File: config.mk
export PLATFORM = sky130hd
export DESIGN_NAME = rx_detection_report_fifo
export DESIGN_NICKNAME = d
export VERILOG_FILES = /design/src/rtl/rx_detection_report_fifo.sv
export SDC_FILE = /design/constraint.sdc
export NUM_CORES = 1
export LEC_CHECK = 0
export ABC_AREA = 1
export ABC_CLOCK_PERIOD_IN_PS = 3100
export BUFFER_PORTS_ARGS = -buffer_cell sky130_fd_sc_hd__buf_4
export CAP_MARGIN = 20
export CORE_ASPECT_RATIO = 0.8
export CORE_MARGIN = 5
export CORE_UTILIZATION = 45
export CTS_BUF_LIST = sky130_fd_sc_hd__clkbuf_4
export DETAILED_ROUTE_END_ITERATION = 8
export HOLD_SLACK_MARGIN = 0.15
export MAX_ROUTING_LAYER = met4
export PLACE_DENSITY = 0.62
export RECOVER_POWER = 100
export REMOVE_ABC_BUFFERS = 1
export SLEW_MARGIN = 20
export SYNTH_ARGS = -nofsm -noshare
export SYNTH_HDL_FRONTEND = slang
export SYNTH_SLANG_ARGS = --single-unit
File: constraint.sdc
create_clock -name crx_clk -period 3.1 [get_ports crx_clk]
set_input_delay 0.31 -clock crx_clk [delete_from_list [all_inputs] [get_ports crx_clk]]
set_output_delay 0.31 -clock crx_clk [all_outputs]
set_load 0.01 [all_outputs]
File: src/rtl/rx_detection_report_fifo.sv
// Detection report FIFO: edge-detects upstream triggers, rejects weak peaks, tags and buffers
// results for the ARM bridge, and keeps overflow/drop/reject status.
module rx_detection_report_fifo #(
  parameter int unsigned        DEPTH    = 4,
  parameter logic signed [40:0] MIN_PEAK = 41'sd0
) (
  input  logic               crx_clk,
  input  logic               rrx_rst_n,
  input  logic               erx_en,
  input  logic signed [40:0] ipeak,
  input  logic        [3:0]  iseq,
  input  logic        [15:0] itime,
  input  logic               itrigger,
  input  logic               iready,
  input  logic               iclear_status,
  output logic               o_valid,
  output logic signed [40:0] o_peak,
  output logic        [3:0]  o_seq,
  output logic        [15:0] o_time,
  output logic        [7:0]  o_tag,
  output logic        [3:0]  o_level,
  output logic               o_overflow,
  output logic        [7:0]  o_drop_count,
  output logic        [7:0]  o_reject_count
);

  localparam int unsigned PtrW = (DEPTH > 1) ? $clog2(DEPTH) : 1;

  typedef struct packed {
    logic signed [40:0] peak;
    logic        [3:0]  seq;
    logic        [15:0] tim;
    logic        [7:0]  tag;
  } rec_t;

  rec_t            mem_q [DEPTH];
  rec_t            mem_d [DEPTH];
  logic [PtrW-1:0] rd_ptr_q, rd_ptr_d;
  logic [PtrW-1:0] wr_ptr_q, wr_ptr_d;
  logic [3:0]      level_q, level_d;
  logic            rtrig_q, rtrig_d;
  logic [7:0]      tag_q, tag_d;
  logic            overflow_q, overflow_d;
  logic [7:0]      drop_cnt_q, drop_cnt_d;
  logic [7:0]      rej_cnt_q, rej_cnt_d;

  logic full, not_empty, det_event, reject, accept, pop, push, drop;

  // Explicit wrap so non-power-of-2 depths work.
  function automatic logic [PtrW-1:0] ptr_inc(input logic [PtrW-1:0] p);
    return (p == PtrW'(DEPTH - 1)) ? '0 : p + PtrW'(1);
  endfunction

  always_comb begin
    mem_d      = mem_q;
    rd_ptr_d   = rd_ptr_q;
    wr_ptr_d   = wr_ptr_q;
    level_d    = level_q;
    rtrig_d    = rtrig_q;
    tag_d      = tag_q;
    overflow_d = overflow_q;
    drop_cnt_d = drop_cnt_q;
    rej_cnt_d  = rej_cnt_q;

    full      = (level_q == 4'(DEPTH));
    not_empty = (level_q != 4'd0);
    det_event = itrigger & ~rtrig_q & erx_en;
    reject    = det_event & (ipeak <= MIN_PEAK);
    accept    = det_event & ~reject;
    pop       = not_empty & iready & erx_en;
    push      = accept & (~full | pop);
    drop      = accept & ~push;

    if (!erx_en) begin
      rd_ptr_d = '0;
      wr_ptr_d = '0;
      level_d  = 4'd0;
      rtrig_d  = 1'b0;
      tag_d    = 8'd0;
    end else begin
      rtrig_d = itrigger;
      if (accept) tag_d = tag_q + 8'd1;
      if (push) begin
        mem_d[wr_ptr_q] = '{peak: ipeak, seq: iseq, tim: itime, tag: tag_q};
        wr_ptr_d        = ptr_inc(wr_ptr_q);
      end
      if (pop) rd_ptr_d = ptr_inc(rd_ptr_q);
      if (push && !pop)      level_d = level_q + 4'd1;
      else if (pop && !push) level_d = level_q - 4'd1;
    end

    // Clear takes priority over a same-cycle drop or reject.
    if (iclear_status) begin
      overflow_d = 1'b0;
      drop_cnt_d = 8'd0;
      rej_cnt_d  = 8'd0;
    end else begin
      if (drop) begin
        overflow_d = 1'b1;
        if (drop_cnt_q != 8'hff) drop_cnt_d = drop_cnt_q + 8'd1;
      end
      if (reject && rej_cnt_q != 8'hff) rej_cnt_d = rej_cnt_q + 8'd1;
    end
  end

  always_ff @(posedge crx_clk or negedge rrx_rst_n) begin
    if (!rrx_rst_n) begin
      for (int i = 0; i < int'(DEPTH); i++) mem_q[i] <= '0;
      rd_ptr_q   <= '0;
      wr_ptr_q   <= '0;
      level_q    <= 4'd0;
      rtrig_q    <= 1'b0;
      tag_q      <= 8'd0;
      overflow_q <= 1'b0;
      drop_cnt_q <= 8'd0;
      rej_cnt_q  <= 8'd0;
    end else begin
      mem_q      <= mem_d;
      rd_ptr_q   <= rd_ptr_d;
      wr_ptr_q   <= wr_ptr_d;
      level_q    <= level_d;
      rtrig_q    <= rtrig_d;
      tag_q      <= tag_d;
      overflow_q <= overflow_d;
      drop_cnt_q <= drop_cnt_d;
      rej_cnt_q  <= rej_cnt_d;
    end
  end

  assign o_valid        = (level_q != 4'd0);
  assign o_peak         = mem_q[rd_ptr_q].peak;
  assign o_seq          = mem_q[rd_ptr_q].seq;
  assign o_time         = mem_q[rd_ptr_q].tim;
  assign o_tag          = mem_q[rd_ptr_q].tag;
  assign o_level        = level_q;
  assign o_overflow     = overflow_q;
  assign o_drop_count   = drop_cnt_q;
  assign o_reject_count = rej_cnt_q;

endmodule

==> results by group <==
Outcome
  – Status: finished with violations
  – Failing checks: max-capacitance violations, max-slew violations

Placed design
  – HPWL after DPL: 22100 um
  – RePlAce Congestion: 0.844
  – DP Area: 0.0155 mm^2
  – I/O Buffers: 157

Logic synthesis
  – Adder-cell area share of the yosys netlist: 1.05%
  – Largest family of logic cells by synthesized area: compound AO/OA/AOI/OAI gates
  – Synth Area in Compound Gates: 19.3%
  – Synth Instances: 1621
  – Synthesis-stage register bit count: 310
  – Top_reg_cell synth: dfrtp_1
  – Post-synthesis mux area share: 0%
  – FFs w/ async S/R, synth: 100%
  – Synthesized cell area: between 0.01 and 0.015 mm^2
  – Simple-gate share of the synthesized area: 16.7%
  – Syn. warnings: 0
  – Post-synthesis sequential area ratio: 56.0%
  – Avg Cell Area, Syn: 8.54 um^2
  – Synth cell types: 34
  – EDFF count, synth: 0
  – Post-synthesis xor/xnor area fraction: 0.506%

Detailed routing
  – Final wirelength: 36700 um
  – Post-route ant nets: 0
  – Initial DRC Count: 790
  – Mean routed wirelength per cell: 15.8 um
  – Residual DRC: 0
  – DRT Pass-1 Iters: 5
  – Vias per std cell: roughly 5
  – DR vias: 11900

Timing
  – Unrepaired setup endpoints after global routing: false
  – Achievable clock frequency: 356 MHz
  – Final period util: 90.6%
  – Clock skew: ~0.033 ns
  – Slew Limit Fails: 78
  – Slew HR: -44.9%
  – Setup violations, final: 0
  – Shortest clock period the worst path allows after layout: around 2.8 ns
  – Worst Tran Pin Value: between 2 and 2.5 ns
  – Final Hold Vio Count: 0

Clock network
  – Clk_lat worst skew: about 0.69 ns
  – CTS root buf: clkbuf_4
  – Clock sinks: 310
  – H-tree Lvls: 3
  – Worst-path clk slew: 0.06 ns
  – TritonCTS Buffers: 80
  – Cts repair resizes: 0
  – CTS Buffer Depth: 3
  – CTS tree: built

Critical path
  – Critical path arrival: between 2 and 3 ns
  – Crit Path Max Fanout: between 40 and 50
  – Worst EP required: 2.79 ns
  – Crit. End Element: output pin
  – Worst setup SP type: flip-flop
  – WS Path Type: flip-flop to output pin

Hold path
  – Class of the worst hold path: primary input to flip-flop

Floorplanning
  – DIE AREA: 0.0344 mm^2
  – Core ar.: 0.0304 mm^2
  – DIE WIDTH: approximately 210 um
  – Vert. Die Dim: 167 um
  – Row cnt: 57
  – Ports: ~160
  – Starting density of the core: a little under half

Cells and area
  – Final Util: 55.0%
  – Fraction of layout instances using a drive strength above 1: 12.2%
  – Final instance area: 0.0167 mm^2
  – Layout area overhead: 20.7%
  – NumNets Final: 1936
  – Most frequent cells in the layout: 419 x o21ai_0, 344 x nand2_1, 308 x dfrtp_1
  – Commonest non-fill, non-tap cell in the layout: o21ai_0

Pwr
  – Peak supply drop: between 300 and 400 uV
  – Overall Power: 12400 uW
  – Pwr Density: approximately 740 mW/mm^2
  – Pleak: 0.00803 uW

GRT
  – Total gr overflow: 0
  – GR Util All Layers: 22.1%
  – First-pass GRT wire length: 60700 um
  – Pin count of the biggest net entering global routing: 83
  – Initial antenna violation count: 1
  – Vias in the first global route: 11700

Run
  – Max capacitance violation total: 1
==> cell families (layout without fill, tap and decap cells) <==
| kind of cell | count (synthesis) | after routing |
|---|---|---|
| compound gates | 513 | 513 |
| simple gates | 579 | 579 |
| flops | 310 | 310 |
| xor+xnor | 8 | 8 |
| buf+inv | 200 | 487 |
| fa+ha+maj | 11 | 11 |
| other cells | 0 | 1 |
==> state kept, by name, summed over array words and instances, names as in the netlist, 2 cells and up <==
| register | flops |
|---|---|
| mem_q | 276 |
| o_drop_count | 8 |
| o_reject_count | 8 |
| tag_q | 8 |
| o_level | 4 |
| rd_ptr_q | 2 |
| wr_ptr_q | 2 |
==> power breakdown <==
| part | internal, uW | switching (uW) | total [uW] |
|---|---|---|---|
| sequential | 4760 | 420 | 5180 |
| clock | 1780 | 1610 | 3390 |
| combinational | 1400 | 2450 | 3860 |
| total | 7940 | 4480 | 12400 |
==> worst max-delay path, stage by stage (launching register included) <==
cell	delay, ns
dfrtp_4	0.61
clkbuf_4	0.55
o21ai_0	0.18
o22ai_1	0.26
clkbuf_1	0.20
==> Yosys cell counts, drive strengths merged, types with 2 or more instances <==
master	count	area, um^2
a21boi	5	37.5
a21oi	8	40.0
buf	38	283
clkbuf	65	246
dfrtp	310	7760
ha	10	125
inv	96	360
nand2	349	1350
nand3	31	165
nand4	6	37.5
nor2	182	696
nor3	7	35.0
nor3b	2	15.0
o21ai	429	2150
o22ai	69	432
xor2	7	61.3
==> through the flow <==
| stage | cells | worst slack, ns | TNS, ns | hold slack [ns] |
|---|---|---|---|---|
| 5_1_grt | 2322 | 0.0873 | 0 | 0.448 |
| 3_3_place_gp | 2121 | 0.460 | 0 | 0.353 |
| 4_1_cts | 2321 | 0.274 | 0 | 0.176 |
| 6_report | 2322 | 0.291 | 0 | 0.476 |
| 3_5_place_dp | 2121 | 0.402 | 0 | 0.363 |
| 2_1_floorplan | 1518 | -2.05 | -143.00 | 0.0144 |
==> routing by layer <==
layer	GRT usage (%)	part of all wire (%)
met3	3.65	5.4
met5	-	0
met2	32.6	44
met1	32.0	49
met4	5.81	1.4
==> what timing repair did <==
action,CTS,global route
setup buffers,0,0
hold endpoints to repair,544,0
hold buffers,68,0
==> area by class of cell <==
cell class              count  area [um^2]
diodes                      1         2.50
well taps                 413          517
multi-input cells        1111         5190
repair buffers            258         1920
fillers                  2964        13700
clock buffers             116          871
inverters                  97          365
flip-flops and latches    310         7760
clock inverters            16         87.6
==> final timing paths <==
check	startpoint	end	slack (ns)	cells past startpoint
max	rd_ptr_q[0]$_DFFE_PN0P_	o_seq[2]	0.29	4
min	ipeak[33]	mem_q[61]$_DFFE_PN0P_	0.48	4
max reg2reg	o_level[1]$_DFFE_PN0P_	o_drop_count[1]$_DFFE_PN0P_	0.57	10
min reg2reg	mem_q[141]$_DFFE_PN0P_	mem_q[141]$_DFFE_PN0P_	0.48	2
max in group asynchronous	rrx_rst_n	mem_q[103]$_DFFE_PN0P_	0.72	3
min in group asynchronous	rrx_rst_n	mem_q[56]$_DFFE_PN0P_	0.79	2
Note: power is estimated with default switching activity, not from simulation.
